## config.mk

```make
export PLATFORM = sky130hd
export DESIGN_NAME = fault_injection_engine_flat
export DESIGN_NICKNAME = d
export VERILOG_FILES = /design/src/rtl/fault_injection_engine_if.sv /design/src/rtl/fault_injection_engine.sv /design/src/flat_wrapper.sv
export SDC_FILE = /design/constraint.sdc
export NUM_CORES = 1
export LEC_CHECK = 0
export CAP_MARGIN = 30
export CORE_MARGIN = 5
export CORE_UTILIZATION = 50
export DETAILED_ROUTE_END_ITERATION = 16
export PLACE_DENSITY_LB_ADDON = 0.12
export SLEW_MARGIN = 20
export SYNTH_ARGS = -nofsm -noshare
export SYNTH_HDL_FRONTEND = slang
export SYNTH_SLANG_ARGS = --single-unit
```

## constraint.sdc

```tcl
create_clock -name clk -period 2.3 [get_ports clk]
set_clock_uncertainty 0.2 [all_clocks]
set_input_delay 0.46 -clock clk [delete_from_list [all_inputs] [get_ports clk]]
set_output_delay 0.46 -clock clk [all_outputs]
set_load 0.01 [all_outputs]
```

## src/rtl/fault_injection_engine_if.sv

```systemverilog
// Streaming handshake bundle for the fault injection engine.
//   in_valid/in_ready/in_code       : upstream codeword stream into the engine
//   out_valid/out_ready/out_code    : downstream (possibly corrupted) stream
//   inj_flag                        : sideband qualifying out_code as an injection event
// slave  : the engine side (consumes in_*, produces out_*)
// master : the encoder/checker side (bench or surrounding fabric)
interface fault_injection_engine_if #(
    parameter int WIDTH = 12
);
    logic             in_valid;
    logic             in_ready;
    logic [WIDTH-1:0] in_code;
    logic             out_valid;
    logic             out_ready;
    logic [WIDTH-1:0] out_code;
    logic             inj_flag;

    modport slave (
        input  in_valid, in_code, out_ready,
        output in_ready, out_valid, out_code, inj_flag
    );

    modport master (
        output in_valid, in_code, out_ready,
        input  in_ready, out_valid, out_code, inj_flag
    );
endinterface

```

## src/rtl/fault_injection_engine.sv

```systemverilog
// Streaming fault injector between a codeword encoder and its checker.
// Words flow through a single output register (latency 1). While a campaign
// is ARMED, every Nth accepted word is corrupted with the latched mode/mask
// (optionally ANDed with an LFSR) and tagged with inj_flag.
// Ports:
//   clk, rst_n           clock / async active-low reset
//   bus (slave)          in_* / out_* valid-ready streams plus inj_flag
//   cfg_mode             00 none, 01 set bits, 10 clear bits, 11 flip bits
//   cfg_mask, cfg_rand   eligible bits; rand=1 ANDs mask with lfsr[WIDTH-1:0]
//   cfg_period           inject every Nth accepted word (0 behaves as 1)
//   cfg_count            injections before stopping (0 = unlimited)
//   arm                  pulse: latch cfg_*, reset counters/LFSR, enter ARMED
//   busy, inj_total      campaign active / saturating injection count
module fault_injection_engine #(
    parameter int          WIDTH     = 12,
    parameter int          CNT_W     = 16,
    parameter logic [31:0] LFSR_SEED = 32'hACE1_0001
) (
    input  logic                 clk,
    input  logic                 rst_n,
    fault_injection_engine_if.slave bus,
    input  logic [1:0]           cfg_mode,
    input  logic [WIDTH-1:0]     cfg_mask,
    input  logic                 cfg_rand,
    input  logic [CNT_W-1:0]     cfg_period,
    input  logic [CNT_W-1:0]     cfg_count,
    input  logic                 arm,
    output logic                 busy,
    output logic [CNT_W-1:0]     inj_total
);
    // An all-zero seed would lock the LFSR at zero forever.
    localparam logic [31:0] SEED = (LFSR_SEED == 32'd0) ? 32'd1 : LFSR_SEED;
    // Right-shifting Galois form of x^32 + x^22 + x^2 + x + 1.
    localparam logic [31:0] TAPS = 32'h8020_0003;

    typedef enum logic [1:0] {IDLE, ARMED, DONE} state_t;
    state_t state, state_nxt;

    logic [1:0]       mode_q;
    logic [WIDTH-1:0] mask_q;
    logic             rand_q;
    logic [CNT_W-1:0] period_q;
    logic             cnt_en_q;
    logic [CNT_W-1:0] pcnt;
    logic [CNT_W-1:0] remaining;
    logic [CNT_W-1:0] total_q;
    logic [31:0]      lfsr;
    logic [31:0]      lfsr_nxt;
    logic             out_valid_q;
    logic [WIDTH-1:0] out_code_q;
    logic             inj_flag_q;

    logic             accept;
    logic             inj_event;
    logic [WIDTH-1:0] eff_mask;
    logic [WIDTH-1:0] corrupted;
    logic [CNT_W-1:0] period_eff;

    assign bus.in_ready  = !out_valid_q || bus.out_ready;
    assign bus.out_valid = out_valid_q;
    assign bus.out_code  = out_code_q;
    assign bus.inj_flag  = inj_flag_q;
    assign busy          = (state == ARMED);
    assign inj_total     = total_q;

    assign accept     = bus.in_valid && bus.in_ready;
    assign period_eff = (cfg_period == '0) ? CNT_W'(1) : cfg_period;
    // The arm cycle itself never injects: the word passes through untouched.
    assign inj_event  = (state == ARMED) && accept && !arm && (pcnt == CNT_W'(1));
    // The mask uses the LFSR value before this word's advance.
    assign eff_mask   = rand_q ? (lfsr[WIDTH-1:0] & mask_q) : mask_q;
    assign lfsr_nxt   = {1'b0, lfsr[31:1]} ^ (lfsr[0] ? TAPS : 32'd0);

    always_comb begin
        corrupted = bus.in_code;
        case (mode_q)
            2'b01:   corrupted = bus.in_code | eff_mask;
            2'b10:   corrupted = bus.in_code & ~eff_mask;
            2'b11:   corrupted = bus.in_code ^ eff_mask;
            default: corrupted = bus.in_code;
        endcase
    end

    always_ff @(posedge clk or negedge rst_n) begin
        if (!rst_n) state <= IDLE;
        else        state <= state_nxt;
    end

    always_comb begin
        state_nxt = state;
        if (arm)
            state_nxt = ARMED;
        else if (inj_event && cnt_en_q && remaining == CNT_W'(1))
            state_nxt = DONE;
    end

    always_ff @(posedge clk or negedge rst_n) begin
        if (!rst_n) begin
            out_valid_q <= 1'b0;
            out_code_q  <= '0;
            inj_flag_q  <= 1'b0;
            mode_q      <= 2'b00;
            mask_q      <= '0;
            rand_q      <= 1'b0;
            period_q    <= '0;
            cnt_en_q    <= 1'b0;
            pcnt        <= '0;
            remaining   <= '0;
            total_q     <= '0;
            lfsr        <= SEED;
        end else begin
            // Output register: load on accept, drain when consumed, else hold.
            if (accept) begin
                out_code_q  <= inj_event ? corrupted : bus.in_code;
                inj_flag_q  <= inj_event;
                out_valid_q <= 1'b1;
            end else if (bus.out_ready) begin
                out_valid_q <= 1'b0;
            end

            if (arm) begin
                mode_q    <= cfg_mode;
                mask_q    <= cfg_mask;
                rand_q    <= cfg_rand;
                period_q  <= period_eff;
                cnt_en_q  <= (cfg_count != '0);
                pcnt      <= period_eff;
                remaining <= cfg_count;
                total_q   <= '0;
                lfsr      <= SEED;
            end else if (state == ARMED && accept) begin
                lfsr <= lfsr_nxt;
                if (pcnt == CNT_W'(1)) begin
                    pcnt <= period_q;
                    if (total_q != '1) total_q <= total_q + CNT_W'(1);
                    if (cnt_en_q)      remaining <= remaining - CNT_W'(1);
                end else begin
                    pcnt <= pcnt - CNT_W'(1);
                end
            end
        end
    end
endmodule

```

## src/flat_wrapper.sv

```systemverilog
// flat-port wrapper written by rule: the top's interface ports become plain ports
module fault_injection_engine_flat 
#(
    parameter int          WIDTH     = 12,
    parameter int          CNT_W     = 16,
    parameter logic [31:0] LFSR_SEED = 32'hACE1_0001
)
  (clk, rst_n, cfg_mode, cfg_mask, cfg_rand, cfg_period, cfg_count, arm, busy, inj_total, bus_in_valid, bus_in_code, bus_out_ready, bus_in_ready, bus_out_valid, bus_out_code, bus_inj_flag);
  fault_injection_engine_if #(.WIDTH(WIDTH)) bus_i ();
  input  logic clk;
  input  logic rst_n;
  input  logic [1:0] cfg_mode;
  input  logic [WIDTH-1:0] cfg_mask;
  input  logic cfg_rand;
  input  logic [CNT_W-1:0] cfg_period;
  input  logic [CNT_W-1:0] cfg_count;
  input  logic arm;
  output logic busy;
  output logic [CNT_W-1:0] inj_total;
  input wire logic [$bits(bus_i.in_valid)-1:0] bus_in_valid;
  input wire logic [$bits(bus_i.in_code)-1:0] bus_in_code;
  input wire logic [$bits(bus_i.out_ready)-1:0] bus_out_ready;
  output wire logic [$bits(bus_i.in_ready)-1:0] bus_in_ready;
  output wire logic [$bits(bus_i.out_valid)-1:0] bus_out_valid;
  output wire logic [$bits(bus_i.out_code)-1:0] bus_out_code;
  output wire logic [$bits(bus_i.inj_flag)-1:0] bus_inj_flag;
  assign bus_i.in_valid = bus_in_valid;
  assign bus_i.in_code = bus_in_code;
  assign bus_i.out_ready = bus_out_ready;
  assign bus_in_ready = bus_i.in_ready;
  assign bus_out_valid = bus_i.out_valid;
  assign bus_out_code = bus_i.out_code;
  assign bus_inj_flag = bus_i.inj_flag;
  fault_injection_engine #(.WIDTH(WIDTH), .CNT_W(CNT_W), .LFSR_SEED(LFSR_SEED)) u_core (.clk(clk), .rst_n(rst_n), .bus(bus_i), .cfg_mode(cfg_mode), .cfg_mask(cfg_mask), .cfg_rand(cfg_rand), .cfg_period(cfg_period), .cfg_count(cfg_count), .arm(arm), .busy(busy), .inj_total(inj_total));
endmodule
```

# Word level (Yosys, flattened, before mapping)
# Cells that the tools add are included.
# word_totals
input_bits,64
word_cells,70
ff_bits,128
# op_classes
eq_ne,7
n_mux,22
bitwise_logic,6
add_sub_neg,3
reduce_logical,19
# ops
cell,n
16-bit two-way mux,12
32-bit two-way mux,3
12-bit case mux with 3 select lines,1
16-bit by 1-bit == test with 1-bit output (second input constant),2
16-bit by 1-bit subtractor with 16-bit output (second input constant),2
31-bit by 32-bit XOR with 32-bit output,1
12-bit bitwise AND,2
12-bit two-way mux,2
16-bit by 1-bit adder with 16-bit output (second input constant),1
16-bit zero test,1
16-bit inequality test (second input constant),1
16-bit nonzero test,1
12-bit NOT,1
12-bit OR,1
2-bit nonzero test,6
12-bit XOR,1
1-bit logical AND,6
3-bit AND reduction,2
2-bit by 1-bit == test with 1-bit output (second input constant),2
2-bit == test (second input constant),2
2-bit two-way mux,2
1-bit zero test,2
1-bit two-way mux,2
1-bit logical OR,1

# Longest topological paths before layout
# depth
word_depth,10
ltp_mapped,9

# Worst setup path after synthesis
# OpenSTA, ideal clock, no wires.
# synth_timing
path_type,input to register
from,input bus_out_ready
to,register u_core.total_q[4] (netlist: u_core.inj_total[4])
stages,7
setup_time_ps,77
t_arrival_ps,2008
setup_slack_ps,14
path_cell_list,nand2b_1 buf_2 nand3_1 or3_1 clkbuf_1 or4_1 a21oi_1
# synth_between
elab_chain_len,5
# synth_rtl
element,line,text
"start, declared",flat_wrapper.sv:22,input wire logic [$bits(bus_i.out_ready)-1:0] bus_out_ready;
1-bit logical OR,fault_injection_engine.sv:59,assign bus.in_ready = !out_valid_q || bus.out_ready;
via bus_in_ready,flat_wrapper.sv:23,output wire logic [$bits(bus_i.in_ready)-1:0] bus_in_ready;
1-bit logical AND,fault_injection_engine.sv:66,assign accept = bus.in_valid && bus.in_ready;
1-bit logical AND,fault_injection_engine.sv:131,end else if (state == ARMED && accept) begin
2-bit nonzero test (no line),--,
3-bit AND reduction (no line),--,
"end signal, assigned",fault_injection_engine.sv:135,if (total_q != '1) total_q <= total_q + CNT_W'(1);
"end, declared",fault_injection_engine.sv:46,logic [CNT_W-1:0] total_q;
# The timed path passes the listed nets, and every way through them passes these cells.
# A chain may end at the register's enable or synchronous reset.

# Worst setup path after layout
# layout_timing
from,register u_core.pcnt[3]
to,register u_core.out_code_q[7] (netlist: u_core.bus.out_code[7])
# layout_between
elab_chain_len,3
# layout_rtl
element,line,text
"start, declared",fault_injection_engine.sv:44,logic [CNT_W-1:0] pcnt;
"start signal, assigned",fault_injection_engine.sv:127,pcnt <= period_eff;
"start signal, assigned",fault_injection_engine.sv:134,pcnt <= period_q;
"start signal, assigned",fault_injection_engine.sv:138,pcnt <= pcnt - CNT_W'(1);
16-bit by 1-bit == test with 1-bit output,fault_injection_engine.sv:69,assign inj_event = (state == ARMED) && accept && !arm && (pcnt == CNT_W'(1));
1-bit logical AND,fault_injection_engine.sv:69,
12-bit two-way mux,fault_injection_engine.sv:114,out_code_q <= inj_event ? corrupted : bus.in_code;
"end signal, assigned",fault_injection_engine.sv:114,
"end, declared",fault_injection_engine.sv:50,logic [WIDTH-1:0] out_code_q;
# Every way passes these cells.

==> flow_summary.toml <==
[status]
status = "completed"

[min_path]
min_path_cells = 2
hold_path_class = "register to register"
worst_hold_path.endpoint = "u_core.bus.inj_flag$_DFFE_PN0P_"
worstHoldStart = "u_core.bus.inj_flag$_DFFE_PN0P_"

[sta]
hold_viol = 0
maxSlewViolCount = 0
finalCritPeriodShare_pct = 98.72
period_needed_ns = 2.271
rsz0062_at_grt = "true"
worst_pin_slew_ns = 0.9091
finalSetupViolCount = 0
fmax_ghz = 0.4404
slew_headroom_pct = 39.27

[cells_and_area]
synthToLayoutAreaGrowth_pct = 35.57
fillers = 1077
fin_util_pct = 68.77
stdcell_count = 1105
drive_above_1_share_pct = 21.54
final_net_count = 1004

[drt]
viasPerCell = 5.729
wire_per_inst_um = 17.12
ant_nets = 0
first_pass_iters = 5
wirelength_um = 18920
route.detailed.drc = 0
drtIter0Drc = 382
vias = 6331

[grt]
grt_remaining_overflow = 0
grt_pass1_vias = 6393
antenna_found_initial = 1
grt_max_degree = 121
grt_pass1_wl_um = 31310
grt_use_total_pct = 23.79

[clock_tree]
cts.clk_slew.worst_paths_ns = 0.06
cts_tree = "done"
cts-root-buf = "clkbuf_16"
clk_path_buf_depth = 2
h-tree-depth = 4
cts.sinks = 128
clk_latency_ns = 0.43
cts_made_buffers = 17

[place]
hpwl_um = 12970
io_buffers = 95
place.gp.congestion = 0.8999
dp.cells = 1058

[critical_path]
end_kind = "register"
ff2ff_setup_slack_ns = 0.03
startpoint_type = "register"
cp.arrival_ns = 2.38
worstPathMaxFanout = 6
r2r-end = "u_core.bus.out_code[7]$_DFFE_PN0P_"
crit_type = "register to register"
rr_worst_depth = 9
timing.rr.start = "u_core.pcnt[3]$_DFFE_PN0P_"
critPathRequiredTime_ns = 2.40

[floorplanning]
row_count = 43
io_pins = 96
initial_utilization_pct = 50.73
dieWidth_um = 128.4
fp.dieH_um = 128.4
core-area_sq_um = 13830
die_area_sq_um = 16500

[pwr]
irDropWorstVdd_v = 0.0005862
leakage_nw = 3.986
p_per_area_nw_per_um2 = 652.7

[yosys]
synthDominantCellAreaShare_pct = 42.45
synth_ff_type = "dfrtp_1"
syn_avg_cell_area_sq_um = 9.365
synth-warning-count = 0
synthArstFlopShare_pct = 100.0
netlist.top_cell.by_area = "dfrtp_1"
syn_area_sq_um = 7014
syn_inst = 749
ys_ff_latch = 128
synth_edf_count = 0
syn_nets = 842
yosysUniqueCellTypes = 63
synth_most_common_cell = "nand2_1"
yosysSeqAreaShare_pct = 45.83
synth_common_cells = "nand2_1 (127), dfrtp_1 (119), o21ai_0 (71)"
synthTopCellsByArea = "dfrtp_1 (42%), nand2_1 (6.8%), ha_1 (5.2%)"

[flow_run]
max-cap-violations = 0
what timing repair did:
action / 4_1_cts / 5_1_grt
cloned: 0 / 2
hold buffers: 1 / 0
pin swaps: 4 / 12
gates resized for setup: 12 / 37
setup buffers: 0 / 11
endpoints found under the hold margin: 27 / 0
endpoints found under the setup margin: 19 / 35
sequential cells by signal, summed over array words and instances (netlist names):
signal	count
u_core.bus.inj_flag	1
u_core.bus.out_valid	1
u_core.lfsr	32
u_core.mask_q	12
u_core.state	2
u_core.inj_total	16
u_core.remaining	16
u_core.pcnt	16
u_core.rand_q	1
u_core.period_q	16
u_core.mode_q	2
u_core.cnt_en_q	1
u_core.bus.out_code	12
placed cells by master, fill, tap and decap left out, drive strengths merged, types with 6 or more instances in the layout:
cell type,n
a22o,13
inv,37
nor3,9
dfstp,9
nor2,33
xnor2,25
nand3,20
o21ai,78
clkdlybuf4s50,90
mux2,22
nand2b,6
mux2i,17
nor4,29
clkbuf,21
nand2,127
or3,12
ha,29
nand4,8
a22oi,7
o211ai,9
dfrtp,119
buf,91
a21oi,42
worst max path at each step:
stage	slack [ns]	end	startpoint
floorplan	0.01	u_core.inj_total[4]$_DFFE_PN0P_	bus_out_ready
finish	0.03	u_core.bus.out_code[7]$_DFFE_PN0P_	u_core.pcnt[3]$_DFFE_PN0P_
global placement	-0.48	u_core.pcnt[14]$_DFFE_PN0P_	bus_out_ready
CTS	0.004	bus_in_ready	bus_out_ready
global route	-0.08	u_core.bus.out_code[7]$_DFFE_PN0P_	u_core.pcnt[11]$_DFFE_PN0P_
detailed placement	-0.51	u_core.pcnt[14]$_DFFE_PN0P_	bus_out_ready
report_power, final:
group          switching (W)  leakage (nW)  internal [W]
combinational       0.000543          2.13      0.000542
clock                0.00104         0.263       0.00152
sequential          0.000137          1.59       0.00243
total                0.00172          3.99       0.00449
layout make-up:
class	count	area (sq um)	area share [%]
timing repair buffer	186	1735	18.25
sequential	128	3216	33.82
clock inverter	12	110.1	1.158
antenna	1	2.502	0.02632
tap	180	225.2	2.368
inverter	34	127.6	1.342
clock buffer	20	446.7	4.697
multi-input combinational	544	3646	38.34
worst max-delay path, stage by stage, from the launching register on:
cell and delay (ns):
dfrtp_1 0.42, buf_4 0.18, nor3_4 0.19, nand4_2 0.16
buf_6 0.16, nor4_4 0.23, buf_4 0.18, buf_12 0.13
mux2i_2 0.20, o21ai_1 0.09
per-stage QoR:
step / instance area [sq um] / hold slack, ns / setup WS [ns] / setup TNS (ns) / power [W]
after global placement: 8657 / 0.2184 / -0.4770 / -13.22 / 0.003587
final: 9509 / 0.2808 / 0.02943 / 0 / 0.006207
after global routing: 9509 / 0.2897 / -0.07549 / -0.5745 / 0.006508
after CTS: 9275 / 0.2836 / 0.003565 / 0 / 0.006222
after detailed placement: 8657 / 0.2169 / -0.5105 / -17.41 / 0.003632
after floorplan: 7014 / -0.03559 / 0.01413 / 0 / 0.003117
per-layer routing:
metal	share of wire, %	vias up	GRT usage, %	wire length, um
li1	-	2977	-	-
met1	44	3122	31.50	8343
met2	48	194	38.03	9055
met3	5.6	38	6.227	1059
met4	2.4	0	8.302	457
met5	0	-	0	0
cells by family after synthesis:
family / synth area share [%]
adders and majority gates: 5.173
DFF: 45.83
xor gates and xnor gates: 3.371
buffers and inverters: 4.709
muxes: 5.958
and+or+nand+nor: 19.59
AOI/OAI and AO/OA: 15.38
Power figures use the tool's default switching activity.
